[src/rtl/uart_pkg.sv]
// Shared definitions for the UART receive path.
// Contents: receiver FSM state encoding (3-bit) and frame-format constants.
package uart_pkg;

    typedef enum logic [2:0] {
        S_IDLE    = 3'd0,
        S_START   = 3'd1,
        S_DATA    = 3'd2,
        S_PARITY  = 3'd3,
        S_STOP    = 3'd4,
        S_CLEANUP = 3'd5,
        S_BREAK   = 3'd6
    } rx_state_t;

    localparam int DATA_BITS   = 8;
    localparam int PARITY_EVEN = 1;

endpackage

[src/rtl/uart_rx_buffer.sv]
// Synchronous FIFO, first-word fall-through, for received bytes plus tag.
// Ports:
//   i_Clock, i_Reset_n : clock, async active-low reset (empties the FIFO)
//   i_Wr_En, i_Wr_Data : push; accepted when not full, or when full with a pop
//   i_Rd_En            : pop head; ignored when empty
//   o_Rd_Data          : head entry, 0 when empty
//   o_Full, o_Empty    : status
module uart_rx_buffer #(
    parameter int DEPTH = 8,
    parameter int WIDTH = 9
) (
    input  logic             i_Clock,
    input  logic             i_Reset_n,
    input  logic             i_Wr_En,
    input  logic [WIDTH-1:0] i_Wr_Data,
    input  logic             i_Rd_En,
    output logic [WIDTH-1:0] o_Rd_Data,
    output logic             o_Full,
    output logic             o_Empty
);
    localparam int AW = $clog2(DEPTH);

    logic [WIDTH-1:0] r_mem [DEPTH];
    logic [AW:0]      r_wr_ptr;
    logic [AW:0]      r_rd_ptr;
    logic             w_full;
    logic             w_empty;
    logic             w_wr_ok;
    logic             w_rd_ok;

    // Extra pointer MSB distinguishes full from empty.
    assign w_full  = (r_wr_ptr[AW] != r_rd_ptr[AW]) &&
                     (r_wr_ptr[AW-1:0] == r_rd_ptr[AW-1:0]);
    assign w_empty = (r_wr_ptr == r_rd_ptr);
    // A pop frees the slot in the same cycle, so a push into a full FIFO
    // alongside a pop is accepted.
    assign w_wr_ok = i_Wr_En && (!w_full || i_Rd_En);
    assign w_rd_ok = i_Rd_En && !w_empty;

    always_ff @(posedge i_Clock or negedge i_Reset_n) begin
        if (!i_Reset_n) begin
            r_wr_ptr <= '0;
            r_rd_ptr <= '0;
        end else begin
            if (w_wr_ok) r_wr_ptr <= r_wr_ptr + 1'b1;
            if (w_rd_ok) r_rd_ptr <= r_rd_ptr + 1'b1;
        end
    end

    always_ff @(posedge i_Clock) begin
        if (w_wr_ok) r_mem[r_wr_ptr[AW-1:0]] <= i_Wr_Data;
    end

    assign o_Rd_Data = w_empty ? '0 : r_mem[r_rd_ptr[AW-1:0]];
    assign o_Full    = w_full;
    assign o_Empty   = w_empty;

endmodule

[src/rtl/uart_rx_fifo.sv]
// UART receiver (8 data bits, even parity, 1 stop) with a byte FIFO.
// Ports:
//   i_Clock, i_Reset_n  : clock, async active-low reset
//   i_Rx_Serial         : asynchronous serial line, idles high
//   i_Rd_En             : pop FIFO head
//   i_Err_Clr           : clear sticky o_Frame_Err / o_Overrun
//   o_Rx_Byte           : FIFO head data (0 when empty)
//   o_Rx_Parity_Err     : parity-error tag of FIFO head
//   o_Rx_DV, o_Rx_Full  : FIFO not empty / full
//   o_Rx_Active         : frame in progress
//   o_Rx_Done           : one-cycle pulse per completed frame
//   o_Frame_Err         : sticky, stop bit sampled low
//   o_Overrun           : sticky, valid frame dropped because FIFO full
//
// state   | meaning
// IDLE    | line idle, waiting for a low level
// START   | half-bit wait, confirm start bit at its middle
// DATA    | sample D0..D7 at mid-bit
// PARITY  | sample parity bit, latch parity error
// STOP    | sample stop bit, push byte or flag framing error
// CLEANUP | one cycle after a good stop bit
// BREAK   | stop bit was low; wait for line high before re-arming
module uart_rx_fifo
    import uart_pkg::*;
#(
    parameter int CLKS_PER_BIT = 87,
    parameter int DEPTH        = 8
) (
    input  logic       i_Clock,
    input  logic       i_Reset_n,
    input  logic       i_Rx_Serial,
    input  logic       i_Rd_En,
    input  logic       i_Err_Clr,
    output logic [7:0] o_Rx_Byte,
    output logic       o_Rx_Parity_Err,
    output logic       o_Rx_DV,
    output logic       o_Rx_Full,
    output logic       o_Rx_Active,
    output logic       o_Rx_Done,
    output logic       o_Frame_Err,
    output logic       o_Overrun
);
    localparam int            CW   = $clog2(CLKS_PER_BIT);
    localparam logic [CW-1:0] HALF = CW'((CLKS_PER_BIT - 1) / 2);
    localparam logic [CW-1:0] LAST = CW'(CLKS_PER_BIT - 1);
    localparam logic [2:0]    IDX_LAST = 3'(DATA_BITS - 1);

    logic        r_rx_meta;
    logic        r_rx_s;
    rx_state_t   r_state;
    logic [CW-1:0] r_cnt;
    logic [2:0]  r_idx;
    logic        r_par;
    logic        r_perr;
    logic [7:0]  r_shift;
    logic        r_done;
    logic        r_frame_err;
    logic        r_overrun;

    logic        w_bit_end;
    logic        w_stop_sample;
    logic        w_push;
    logic        w_full;
    logic        w_empty;
    logic [8:0]  w_rd_data;

    always_ff @(posedge i_Clock or negedge i_Reset_n) begin
        if (!i_Reset_n) begin
            r_rx_meta <= 1'b1;
            r_rx_s    <= 1'b1;
        end else begin
            r_rx_meta <= i_Rx_Serial;
            r_rx_s    <= r_rx_meta;
        end
    end

    assign w_bit_end     = (r_cnt == LAST);
    assign w_stop_sample = (r_state == S_STOP) && w_bit_end;
    assign w_push        = w_stop_sample && r_rx_s;

    always_ff @(posedge i_Clock or negedge i_Reset_n) begin
        if (!i_Reset_n) begin
            r_state <= S_IDLE;
            r_cnt   <= '0;
            r_idx   <= '0;
            r_par   <= 1'b0;
            r_perr  <= 1'b0;
            r_shift <= '0;
            r_done  <= 1'b0;
        end else begin
            r_done <= 1'b0;
            case (r_state)
                S_IDLE: begin
                    r_cnt <= '0;
                    r_idx <= '0;
                    r_par <= 1'b0;
                    if (!r_rx_s) r_state <= S_START;
                end
                S_START: begin
                    if (r_cnt == HALF) begin
                        r_cnt   <= '0;
                        r_state <= r_rx_s ? S_IDLE : S_DATA;
                    end else begin
                        r_cnt <= r_cnt + 1'b1;
                    end
                end
                S_DATA: begin
                    if (w_bit_end) begin
                        r_cnt          <= '0;
                        r_shift[r_idx] <= r_rx_s;
                        r_par          <= r_par ^ r_rx_s;
                        if (r_idx == IDX_LAST) r_state <= S_PARITY;
                        else                   r_idx   <= r_idx + 1'b1;
                    end else begin
                        r_cnt <= r_cnt + 1'b1;
                    end
                end
                S_PARITY: begin
                    if (w_bit_end) begin
                        r_cnt   <= '0;
                        r_perr  <= r_par ^ r_rx_s ^ (PARITY_EVEN == 0);
                        r_state <= S_STOP;
                    end else begin
                        r_cnt <= r_cnt + 1'b1;
                    end
                end
                S_STOP: begin
                    if (w_bit_end) begin
                        r_cnt   <= '0;
                        r_done  <= 1'b1;
                        r_state <= r_rx_s ? S_CLEANUP : S_BREAK;
                    end else begin
                        r_cnt <= r_cnt + 1'b1;
                    end
                end
                S_CLEANUP: r_state <= S_IDLE;
                S_BREAK:   if (r_rx_s) r_state <= S_IDLE;
                default:   r_state <= S_IDLE;
            endcase
        end
    end

    // Set has priority over clear.
    always_ff @(posedge i_Clock or negedge i_Reset_n) begin
        if (!i_Reset_n) begin
            r_frame_err <= 1'b0;
            r_overrun   <= 1'b0;
        end else begin
            if (w_stop_sample && !r_rx_s) r_frame_err <= 1'b1;
            else if (i_Err_Clr)           r_frame_err <= 1'b0;
            // A simultaneous pop makes room, so that case is not an overrun.
            if (w_push && w_full && !i_Rd_En) r_overrun <= 1'b1;
            else if (i_Err_Clr)               r_overrun <= 1'b0;
        end
    end

    uart_rx_buffer #(
        .DEPTH (DEPTH),
        .WIDTH (9)
    ) u_buffer (
        .i_Clock   (i_Clock),
        .i_Reset_n (i_Reset_n),
        .i_Wr_En   (w_push),
        .i_Wr_Data ({r_perr, r_shift}),
        .i_Rd_En   (i_Rd_En),
        .o_Rd_Data (w_rd_data),
        .o_Full    (w_full),
        .o_Empty   (w_empty)
    );

    assign o_Rx_Byte       = w_rd_data[7:0];
    assign o_Rx_Parity_Err = w_rd_data[8];
    assign o_Rx_DV         = !w_empty;
    assign o_Rx_Full       = w_full;
    assign o_Rx_Active     = (r_state != S_IDLE);
    assign o_Rx_Done       = r_done;
    assign o_Frame_Err     = r_frame_err;
    assign o_Overrun       = r_overrun;

endmodule

[config.mk]
export PLATFORM = sky130hd
export DESIGN_NAME = uart_rx_fifo
export DESIGN_NICKNAME = d
export VERILOG_FILES = /design/src/rtl/uart_pkg.sv /design/src/rtl/uart_rx_buffer.sv /design/src/rtl/uart_rx_fifo.sv
export SDC_FILE = /design/constraint.sdc
export NUM_CORES = 1
export LEC_CHECK = 0
export ABC_CLOCK_PERIOD_IN_PS = 5500
export CORE_UTILIZATION = 55
export CTS_CLUSTER_SIZE = 12
export DETAILED_ROUTE_END_ITERATION = 6
export HOLD_SLACK_MARGIN = 0.03
export PLACE_DENSITY = 0.72
export SLEW_MARGIN = 20
export SYNTH_ARGS = -nofsm -noshare
export SYNTH_HDL_FRONTEND = slang
export SYNTH_SLANG_ARGS = --single-unit
[constraint.sdc]
create_clock -name i_Clock -period 5.5 [get_ports i_Clock]
set_input_delay 1.375 -clock i_Clock [delete_from_list [all_inputs] [get_ports i_Clock]]
set_output_delay 1.375 -clock i_Clock [all_outputs]
set_load 0.01 [all_outputs]
==> results of run 1 <==
## power groups by stage
stage	Combinational, µW	Sequential [µW]	Clock [µW]
after CTS	200	975	441
final	198	973	433
after global placement	197	993	0
after detailed placement	200	992	0
after global routing	215	982	472
after floorplan	214	913	0
## worst reg2reg max path, cell delays in order, from the launching register on
cell and delay [ns]:
dfrtp_1 0.65, or3b_2 0.53, nor4_4 0.31, o21ai_4 0.24, nor3_2 0.76
## cell families (layout without fill, tap and decap cells)
family	after synthesis	in the layout
adders and majority gates	6	6
and+or+nand+nor	76	76
muxes	39	39
xor gates and xnor gates	16	16
DFF	108	108
buffers and inverters	26	46
AOI/OAI and AO/OA	38	38
## routing by layer
layer  share of wire  up-vias  wire length (µm)
li1                -     1214                 -
met5               0        -                 0
met3           0.034        9               271
met2            0.48       51              3890
met1            0.47     1319              3780
met4           0.016        0               132
## layout make-up
type / count / area share
clock buffer: 10 / 0.0243
clock inverter: 6 / 0.00954
inverter: 9 / 0.00644
multi-input combinational: 175 / 0.312
sequential: 108 / 0.584
tap: 105 / 0.0250
timing repair buffer: 21 / 0.0381
## placed cells by master, fill, tap and decap left out, types with 4 or more instances in the layout
cell | synthesis | routed
dfrtp_1 | 34 | 34
edfxtp_1 | 72 | 72
xnor2_1 | 6 | 6
nand3_1 | 5 | 5
clkdlybuf4s50_1 | 0 | 18
nor3b_1 | 4 | 4
nand2_1 | 15 | 15
inv_1 | 9 | 9
mux2_2 | 9 | 9
ha_1 | 6 | 6
mux4_2 | 18 | 18
a21oi_1 | 6 | 6
nand2b_1 | 4 | 4
clkinvlp_4 | 0 | 4
mux2i_1 | 11 | 11
clkbuf_8 | 0 | 9
nor2_1 | 17 | 17
xor2_1 | 10 | 10
o21ai_0 | 8 | 8
## how the worst max path moves through the flow
stage / endpoint / from / slack (ns) / depth (start not counted)
final: o_Rx_Byte[5] / u_buffer.r_rd_ptr[0]$_DFFE_PN0P_ / 1.33 / 5
after global routing: o_Rx_Byte[3] / u_buffer.r_rd_ptr[0]$_DFFE_PN0P_ / 1.15 / 5
after CTS: o_Rx_Byte[3] / u_buffer.r_rd_ptr[0]$_DFFE_PN0P_ / 1.28 / 5
after detailed placement: o_Rx_Byte[3] / u_buffer.r_rd_ptr[0]$_DFFE_PN0P_ / 1.69 / 5
after global placement: o_Rx_Byte[3] / u_buffer.r_rd_ptr[0]$_DFFE_PN0P_ / 1.68 / 5
after floorplan: u_buffer.r_mem[4][0]$_DFFE_PP_ / i_Rd_En / 2.56 / 2
## through the flow
step | area, µm² | total power, µW | hold slack [ns] | setup WS [ns]
after floorplan | 4740 | 1130 | 0.345 | 2.56
after global placement | 5020 | 1190 | 0.348 | 1.68
after detailed placement | 5060 | 1190 | 0.351 | 1.69
after CTS | 5240 | 1620 | 0.359 | 1.28
after global routing | 5250 | 1670 | 0.359 | 1.15
final | 5250 | 1600 | 0.353 | 1.33
## flip-flops by register name, summed over array words and instances (netlist names)
| register | count |
|---|---|
| u_buffer.r_mem | 72 |
| r_rx_meta | 1 |
| u_buffer.r_wr_ptr | 4 |
| u_buffer.r_rd_ptr | 4 |
| r_cnt | 7 |
| r_perr | 1 |
| o_Frame_Err | 1 |
| r_par | 1 |
| r_rx_s | 1 |
| r_state | 3 |
| r_idx | 3 |
| r_shift | 8 |
| o_Rx_Done | 1 |
| o_Overrun | 1 |
==> summary.md, run 1 <==
| Metric | Value |
|---|---|
| Area of the multi-input gates | `1640 µm²` |
| Remaining global-route overflow | `0` |
| N_diodes | `0` |
| Hold Crit Depth | `0` |
| CP Class | `reg2out` |
| Final Hold Fails | `0` |
| Status | `completed` |
| Num rows | `33` |
| GR peak layer | `met2` |
| CP max FO | `14` |
| Share of layout cells above drive strength 1 | `0.185` |
| Vias per Instance | `5.97` |
| Hold Path End | `r_rx_s$_DFF_PN1_` |
| CTS H-tree depth | `3` |
| Net switching power | `437 µW` |
| Leak | `0.00206 µW` |
| Area Overhead vs Synth | `10.8%` |
| Pint | `1170 µW` |
| Syn_nets | `320` |
| DRT iter0 DRCs | `125` |
| Area leader, netlist | `edfxtp_1` |
| Post-synthesis sequential area ratio | `0.647` |
| Maxcap violations | `0` |
| Met2 Resource Use GR | `0.321` |
| Synth cell types | `54` |
| Routed WL per cell | `18.6 µm` |
| Worst slew pin tran | `0.942 ns` |
| Via Count | `2593` |
| Routability cong. | `0.804` |
| RSZ-0062 raised after global routing | `no` |
| Die area | `8990 µm²` |
| Max Fclk | `240 MHz` |
| Worst R2R End | `u_buffer.r_mem[2][6]$_DFFE_PP_` |
| Gr usage total | `0.203` |
| Slew headroom | `0.372` |
| Io pins | `20` |
| Fin crit share | `0.757` |
| Setup_tns | `0 ns` |
| Pwr Density | `306 nW/µm²` |
| Combinational share of power | `0.123` |
| Register area | `3070 µm²` |
| Die Y | `94.8 µm` |
| Drt pass-1 iters | `4` |
| Commonest cells in the netlist | `edfxtp_1, dfrtp_1, mux4_2` |
| Die width | `94.8 µm` |
| Avg Synthesized Cell Area | `15.3 µm²` |
| ANT nets after route | `0` |
| Largest family of logic cells by synthesized area | `multiplexers` |
| DPL Wire Length | `5.55 mm` |
| CTS Root Buffer Type | `clkbuf_8` |
| CTS sink count | `108` |
| Initial antenna violation count | `0` |
| Most common cell in the netlist | `edfxtp_1` |
| Clock-pin slew on the worst setup and hold paths | `0.10 ns` |
| Nets | `335` |
| Compound-Gate Fraction of Synth Area | `0.0573` |
| Clock Skew | `0.0172 ns` |
| GRT met1 Usage | `0.284` |
| Data arrival time of the critical path | `2.79 ns` |
| Synthesis Warnings | `0` |
| Post-CTS setup buffers | `0` |
| Path depth of the worst reg2reg path | `4` |
| Largest net degree at the start of global routing | `37` |
| Starting density of the core | `0.573` |
| CP peak stage delay | `0.87 ns` |
| Net Sw Frac | `0.272` |
| Hold buffer count at CTS | `0` |
| Maximum vdd drop | `0.136 mV` |
| Routed wire length | `8.07 mm` |
| First-pass GRT wire length | `13.2 mm` |
| Worst min path class | `reg2reg` |
| Placed cell count | `418` |
| Synth area leaders | `edfxtp_1, dfrtp_1, mux4_2` |
| Top FF cell, synth | `edfxtp_1` |
| Post-route insts no fill | `434` |
| Post-synth top area share | `0.457` |
| Clock buffer depth | `2` |
| HP Start | `r_rx_meta$_DFF_PN1_` |
| CTS resizes | `0` |
| Simple-gate share of the synthesized area | `0.0927` |
| Reg-to-reg setup timing slack | `2.64 ns` |
| # setup viols final | `0` |
| CP Capture Type | `output pin` |
| Inserted Clock Buffers | `9` |
| Mux share of post-synthesis cell area | `0.133` |
| Sequential power share | `0.607` |
| Crit path time final | `4.17 ns` |
| Final Util | `0.635` |
| Filler cells | `620` |
| Share of flip-flops with an asynchronous set or reset | `0.333` |
| CP Cell Sequence | `buf_4, mux4_2, mux2i_1, nor2_1, clkdlybuf4s50_1` |
| Post-Synth XOR/XNOR Area | `0.0296` |
| Core box area | `8260 µm²` |
| Worst path slowest cell | `dfrtp_1` |
| Instance count of the mapped netlist | `309` |
| Clock power share | `0.270` |
| Cell Area, Synth | `4740 µm²` |
| Worst Path Required | `4.12 ns` |
| Met3 Use GR | `0.0242` |
| Vias in the first global route | `2565` |
| Port bufs | `19` |
| Bufs and invs on worst path | `2` |
| #FFs+latches synth | `108` |
| Adder-cell share of the synthesized area | `0.0159` |
| Pins Over Slew Limit | `0` |
| CP startpoint kind | `flop` |
| Post-synth EDFFs | `72` |
| CTS tree | `done` |
| Critical path's top delay family | `flip-flops` |
| Clock latency at the later pin of the worst-skew pair | `0.37 ns` |
| Launching point of the worst reg2reg path | `r_state[2]$_DFFE_PN0P_` |
| DRC | `0` |
Note: power is estimated with default switching activity, not from simulation.
==> run 2: changes to the inputs <==
--- a/config.mk
+++ b/config.mk
@@ -5,7 +5,7 @@
 export SDC_FILE = /design/constraint.sdc
 export NUM_CORES = 1
 export LEC_CHECK = 0
-export ABC_CLOCK_PERIOD_IN_PS = 5500
+export ABC_CLOCK_PERIOD_IN_PS = 4000
 export CORE_UTILIZATION = 55
 export CTS_CLUSTER_SIZE = 12
 export DETAILED_ROUTE_END_ITERATION = 6
==> constraint.sdc (replaced) <==
create_clock -name i_Clock -period 4 [get_ports i_Clock]
set_input_delay 1 -clock i_Clock [delete_from_list [all_inputs] [get_ports i_Clock]]
set_output_delay 1 -clock i_Clock [all_outputs]
set_load 0.01 [all_outputs]
==> run 2 against run 1 <==
  * Combinational power grew 80%
  * Sequential power grew 32%
  * Clock power grew 50%
  * Setup slack lost 0.92 ns
  * Wire length grew 7.3%
  * Count of clock-buffer cells in the layout is the same
==> summary.md, run 2 (synthesis results as in run 1) <==
| Metric | Value |
|---|---|
| Vias in the first global route | `2656 (was 2565)` |
| Die Y | `94.8 µm (unchanged)` |
| Via Count | `2623 (was 2593)` |
| N_diodes | `0 (unchanged)` |
| CP Class | `reg2out (unchanged)` |
| Maxcap violations | `0 (unchanged)` |
| Slew headroom | `0.400 (was 0.372)` |
| Launching point of the worst reg2reg path | `r_state[2]$_DFFE_PN0P_ (unchanged)` |
| CP max FO | `13 (was 14)` |
| Share of layout cells above drive strength 1 | `0.192 (was 0.185)` |
| # setup viols final | `0 (unchanged)` |
| Final Hold Fails | `0 (unchanged)` |
| Port bufs | `19 (unchanged)` |
| CTS Root Buffer Type | `clkbuf_8 (unchanged)` |
| RSZ-0062 raised after global routing | `no (unchanged)` |
| Fin crit share | `0.897` |
| Area of the multi-input gates | `1590 µm² (was 1640 µm²)` |
| CTS H-tree depth | `3 (unchanged)` |
| Io pins | `20 (unchanged)` |
| Die area | `8990 µm² (unchanged)` |
| CTS tree | `done (unchanged)` |
| Max Fclk | `279 MHz` |
| Routability cong. | `0.866 (was 0.804)` |
| Worst slew pin tran | `0.893 ns (was 0.942 ns)` |
| Vias per Instance | `5.92 (was 5.97)` |
| Worst min path class | `reg2reg (unchanged)` |
| CTS sink count | `108 (unchanged)` |
| Clock Skew | `0.0120 ns (was 0.0172 ns)` |
| Core box area | `8260 µm² (unchanged)` |
| Hold buffer count at CTS | `0 (unchanged)` |
| Maximum vdd drop | `0.207 mV (was 0.136 mV)` |
| Clock-pin slew on the worst setup and hold paths | `0.10 ns (about the same)` |
| Crit path from | `u_buffer.r_rd_ptr[0]$_DFFE_PN0P_ (unchanged)` |
| Area Overhead vs Synth | `11.7% (was 10.8%)` |
| Commonest non-fill, non-tap cells in the layout | `edfxtp_1, dfrtp_1, mux4_2, clkdlybuf4s50_1, nor2_1 (unchanged)` |
| Final Util | `0.641 (was 0.635)` |
| Gr usage total | `0.216 (was 0.203)` |
| Worst Path Required | `3.00 ns (was 4.12 ns)` |
| Filler cells | `634 (was 620)` |
| Inserted Clock Buffers | `9 (unchanged)` |
| ANT nets after route | `0 (unchanged)` |
| Die width | `94.8 µm (unchanged)` |
| Routed wire length | `8.66 mm (was 8.07 mm)` |
| Clock buffer depth | `2 (unchanged)` |
| Remaining global-route overflow | `0 (unchanged)` |
| Post-CTS setup buffers | `0 (unchanged)` |
| Crit path time final | `3.59 ns` |
| Setup_tns | `0 ns (unchanged)` |
| Nets | `344 (was 335)` |
| Pins Over Slew Limit | `0 (unchanged)` |
| CP startpoint kind | `flop (unchanged)` |
| Num rows | `33 (unchanged)` |
| Routed WL per cell | `19.6 µm (was 18.6 µm)` |
| Pwr Density | `433 nW/µm² (was 306 nW/µm²)` |
| Data arrival time of the critical path | `2.59 ns (was 2.79 ns)` |
| Initial antenna violation count | `0 (unchanged)` |
| Register area | `3070 µm² (unchanged)` |
| Max reg flops | `72 (unchanged)` |
| DPL Wire Length | `5.75 mm (was 5.55 mm)` |
| Drt pass-1 iters | `4 (unchanged)` |
| Starting density of the core | `0.573 (unchanged)` |
| HP Start | `r_rx_meta$_DFF_PN1_ (unchanged)` |
| First-pass GRT wire length | `14.0 mm (was 13.2 mm)` |
| Leading cell type in the layout, fill and taps excluded | `edfxtp_1 (unchanged)` |
| Leak | `0.00213 µW (was 0.00206 µW)` |
| CP Capture Type | `output pin (unchanged)` |
| CTS resizes | `0 (unchanged)` |
| Clock latency at the later pin of the worst-skew pair | `0.36 ns (was 0.37 ns)` |
| Status | `completed (unchanged)` |
| DRT iter0 DRCs | `134 (was 125)` |
| DRC | `0 (unchanged)` |
| Largest net degree at the start of global routing | `37 (unchanged)` |
==> run 2: cell types whose count changed in the layout (fill, tap and decap cells not counted), sizes merged <==
cell / delta
buf: +9
clkinvlp: -3
clkinv: +2
bufinv: +1
==> run 2: path summary, 6_finish.rpt <==
kind                                                    endpoint  slack (ns)  depth (start not counted)
worst min-delay path                            r_rx_s$_DFF_PN1_        0.37                          0
worst max-delay path                                o_Rx_Byte[4]        0.41                          5
min in group asynchronous       u_buffer.r_wr_ptr[2]$_DFFE_PN0P_        0.72                          1
worst max register to register    u_buffer.r_mem[6][4]$_DFFE_PP_        0.99                          5
max in group asynchronous                 r_shift[4]$_DFFE_PN0P_        2.77                          1
worst min register to register                  r_rx_s$_DFF_PN1_        0.37                          0
==> run 2: final cells by class <==
class                           count  share of cell area
Inverter                            9             0.00639
Multi-Input combinational cell    175               0.300
Timing Repair Buffer               30              0.0530
Clock inverter                      6              0.0118
Tap cell                          105              0.0248
Clock buffer                       10              0.0241
Sequential cell                   108               0.579
==> run 2: through the flow <==
stage	setup WS [ns]	instances	power, µW	area (µm²)	hold WS (ns)
finish	0.413	443	2290	5290	0.365
global route	0.248	443	2380	5290	0.374
CTS	0.337	443	2310	5290	0.365
detailed placement	0.761	427	1670	5100	0.351
global placement	0.814	427	1660	5100	0.349
floorplan	1.15	309	1550	4740	0.345
==> run 2: worst max-delay path, cell delays in order, from the launching register on <==
cell and delay [ns]:
dfrtp_1 0.78, buf_12 0.25, mux4_2 0.51, mux2i_1 0.15, nor2_1 0.06, clkdlybuf4s50_1 0.47
==> run 2: metal layers <==
layer | vias up | track usage | wire (µm)
li1 | 1230 | - | -
met1 | 1322 | 0.277 | 3840
met2 | 55 | 0.362 | 4390
met3 | 16 | 0.0338 | 217
met4 | 0 | 0.104 | 218
met5 | - | 0 | 0
==> run 2: where the power goes <==
part / switching [µW] / internal, µW
combinational: 168 / 188
sequential: 77.0 / 1210
clock: 359 / 289
==> run 3: changes to the inputs <==
--- a/config.mk
+++ b/config.mk
@@ -7,6 +7,7 @@
 export LEC_CHECK = 0
 export ABC_CLOCK_PERIOD_IN_PS = 4000
 export CORE_UTILIZATION = 55
+export CTS_BUF_LIST = sky130_fd_sc_hd__clkbuf_4 sky130_fd_sc_hd__clkbuf_8 sky130_fd_sc_hd__clkbuf_16
 export CTS_CLUSTER_SIZE = 12
 export DETAILED_ROUTE_END_ITERATION = 6
 export HOLD_SLACK_MARGIN = 0.03
==> run 3 against run 2 <==
  * Count of clock-buffer cells in the layout did not move
  * Final area barely moved
  * Clock skew did not move
  * Clock power rose by 1%
  * Global-route usage did not move
  * First-iteration DRC count did not move
  * Sequential cell count did not move
  * Sequential share of layout area barely moved
  * Power rose by 0.30%
==> summary.md, run 3 (synthesis results as in run 1) <==
| Metric | Value |
|---|---|
| Post-CTS setup buffers | `0 (unchanged)` |
| Vias per Instance | `5.92 (unchanged)` |
| Max reg flops | `72 (unchanged)` |
| Worst min path class | `reg2reg (unchanged)` |
| CP max FO | `13 (unchanged)` |
| Fin crit share | `0.897 (about the same)` |
| Hold Path End | `r_rx_s$_DFF_PN1_ (unchanged)` |
| Clock latency at the later pin of the worst-skew pair | `0.36 ns (about the same)` |
| Clock buffer depth | `2 (unchanged)` |
| Worst R2R End | `u_buffer.r_mem[6][4]$_DFFE_PP_ (unchanged)` |
| Data arrival time of the critical path | `2.59 ns (about the same)` |
| Path depth of the worst reg2reg path | `5 (unchanged)` |
| Clock-pin slew on the worst setup and hold paths | `0.10 ns (about the same)` |
| Core box area | `8260 µm² (unchanged)` |
| CP startpoint kind | `flop (unchanged)` |
| CTS sink count | `108 (unchanged)` |
| Starting density of the core | `0.573 (unchanged)` |
| Via Count | `2623 (unchanged)` |
| Placement Setup Slack | `0.761 ns (unchanged)` |
| Pwr Density | `433 nW/µm² (about the same)` |
| Routed WL per cell | `19.6 µm (unchanged)` |
| Maxcap violations | `0 (unchanged)` |
| Routability cong. | `0.866 (unchanged)` |
| Io pins | `20 (unchanged)` |
| CTS resizes | `0 (unchanged)` |
| Worst slew pin tran | `0.895 ns (was 0.893 ns)` |
| Worst Path Required | `3.00 ns (about the same)` |
| # setup viols final | `0 (unchanged)` |
| CTS Root Buffer Type | `clkbuf_8 (unchanged)` |
| RSZ-0062 raised after global routing | `no (unchanged)` |
| CTS H-tree depth | `3 (unchanged)` |
| Nets | `344 (unchanged)` |
| Launching point of the worst reg2reg path | `r_state[2]$_DFFE_PN0P_ (unchanged)` |
| Initial antenna violation count | `0 (unchanged)` |
| Hold buffer count at CTS | `0 (unchanged)` |
| Maximum vdd drop | `0.207 mV (unchanged)` |
| Crit path time final | `3.59 ns (about the same)` |
| Max Fclk | `279 MHz (about the same)` |
| Leak | `0.00213 µW (about the same)` |
| N_diodes | `0 (unchanged)` |
| Filler cells | `632 (was 634)` |
| Die area | `8990 µm² (unchanged)` |
| Area Overhead vs Synth | `11.8% (was 11.7%)` |
| Routed wire length | `8.66 mm (unchanged)` |
| CP Class | `reg2out (unchanged)` |
| Slew headroom | `0.399 (was 0.400)` |
| Largest net degree at the start of global routing | `37 (unchanged)` |
| DRT iter0 DRCs | `134 (unchanged)` |
| First-pass GRT wire length | `14.0 mm (unchanged)` |
| CP Capture Type | `output pin (unchanged)` |
| Status | `completed (unchanged)` |
| Reg-to-reg setup timing slack | `0.99 ns (about the same)` |
| Setup_tns | `0 ns (unchanged)` |
| Remaining global-route overflow | `0 (unchanged)` |
| Drt pass-1 iters | `4 (unchanged)` |
| Final Hold Fails | `0 (unchanged)` |
| Vias in the first global route | `2656 (unchanged)` |
| Num rows | `33 (unchanged)` |
| DRC | `0 (unchanged)` |
| Die Y | `94.8 µm (unchanged)` |
| Commonest non-fill, non-tap cells in the layout | `edfxtp_1, dfrtp_1, mux4_2, clkdlybuf4s50_1, nor2_1 (unchanged)` |
| Gr usage total | `0.216 (unchanged)` |
| Leading cell type in the layout, fill and taps excluded | `edfxtp_1 (unchanged)` |
| Setup ws final | `0.413 ns (about the same)` |
| HP Start | `r_rx_meta$_DFF_PN1_ (unchanged)` |
| DPL Wire Length | `5.75 mm (unchanged)` |
| Port bufs | `19 (unchanged)` |
| ANT nets after route | `0 (unchanged)` |
| Die width | `94.8 µm (unchanged)` |
| CTS tree | `done (unchanged)` |
| Share of layout cells above drive strength 1 | `0.195 (was 0.192)` |
| Inserted Clock Buffers | `9 (unchanged)` |
| Hold Crit Depth | `0 (unchanged)` |
| Pins Over Slew Limit | `0 (unchanged)` |
| Clock Skew | `0.0120 ns (unchanged)` |
## run 3: cell types whose count changed in the layout (fill, tap and decap cells not counted)
cell / previous run / this run
clkbuf_1: 1 / 0
clkbuf_4: 0 / 1
## run 3: report_power, final
group	switching, µW	internal (µW)	leakage [µW]
clock network	359	296	0.0000954
logic	168	188	0.000721
registers	77.0	1210	0.00132
## run 3: worst max path at each step
stage                                          start                        endpoint  depth (start not counted)
finish              u_buffer.r_rd_ptr[0]$_DFFE_PN0P_                    o_Rx_Byte[4]                          5
global route        u_buffer.r_rd_ptr[0]$_DFFE_PN0P_                    o_Rx_Byte[4]                          5
CTS                 u_buffer.r_rd_ptr[0]$_DFFE_PN0P_                    o_Rx_Byte[4]                          5
detailed placement  u_buffer.r_rd_ptr[0]$_DFFE_PN0P_                    o_Rx_Byte[4]                          5
global placement    u_buffer.r_rd_ptr[0]$_DFFE_PN0P_                       o_Rx_Full                          4
floorplan                       r_cnt[0]$_DFFE_PN0P_  u_buffer.r_mem[4][0]$_DFFE_PP_                          6
## run 3: worst max-delay path, stage by stage (launching register included)
cell             delay, ns
dfrtp_1               0.78
buf_12                0.25
mux4_2                0.51
mux2i_1               0.15
nor2_1                0.06
clkdlybuf4s50_1       0.47
## run 3: metal layers
| layer | track usage | up-vias | share of wire | wire length (µm) |
|---|---|---|---|---|
| li1 | - | 1230 | - | - |
| met1 | 0.277 | 1322 | 0.44 | 3840 |
| met2 | 0.362 | 55 | 0.51 | 4390 |
| met3 | 0.0338 | 16 | 0.025 | 217 |
| met4 | 0.104 | 0 | 0.025 | 218 |
| met5 | 0 | - | 0 | 0 |
## run 3: cell type report
| class | instances | area [µm²] | share of cell area |
|---|---|---|---|
| Sequential cell | 108 | 3070 | 0.579 |
| Multi-Input combinational cell | 175 | 1590 | 0.300 |
| Timing Repair Buffer | 30 | 280 | 0.0529 |
| Clock buffer | 10 | 131 | 0.0248 |
| Tap cell | 105 | 131 | 0.0248 |
| Clock inverter | 6 | 62.6 | 0.0118 |
| Inverter | 9 | 33.8 | 0.00638 |
## run 3: stage by stage
stage | instance area (µm²) | std cells | utilization | power (µW) | hold slack [ns]
floorplan | 4740 | 309 | - | 1550 | 0.345
global placement | 5100 | 427 | 0.618 | 1660 | 0.349
detailed placement | 5100 | 427 | 0.618 | 1670 | 0.351
CTS | 5290 | 443 | 0.641 | 2310 | 0.365
global route | 5290 | 443 | 0.641 | 2390 | 0.374
finish | 5290 | 443 | 0.641 | 2290 | 0.365
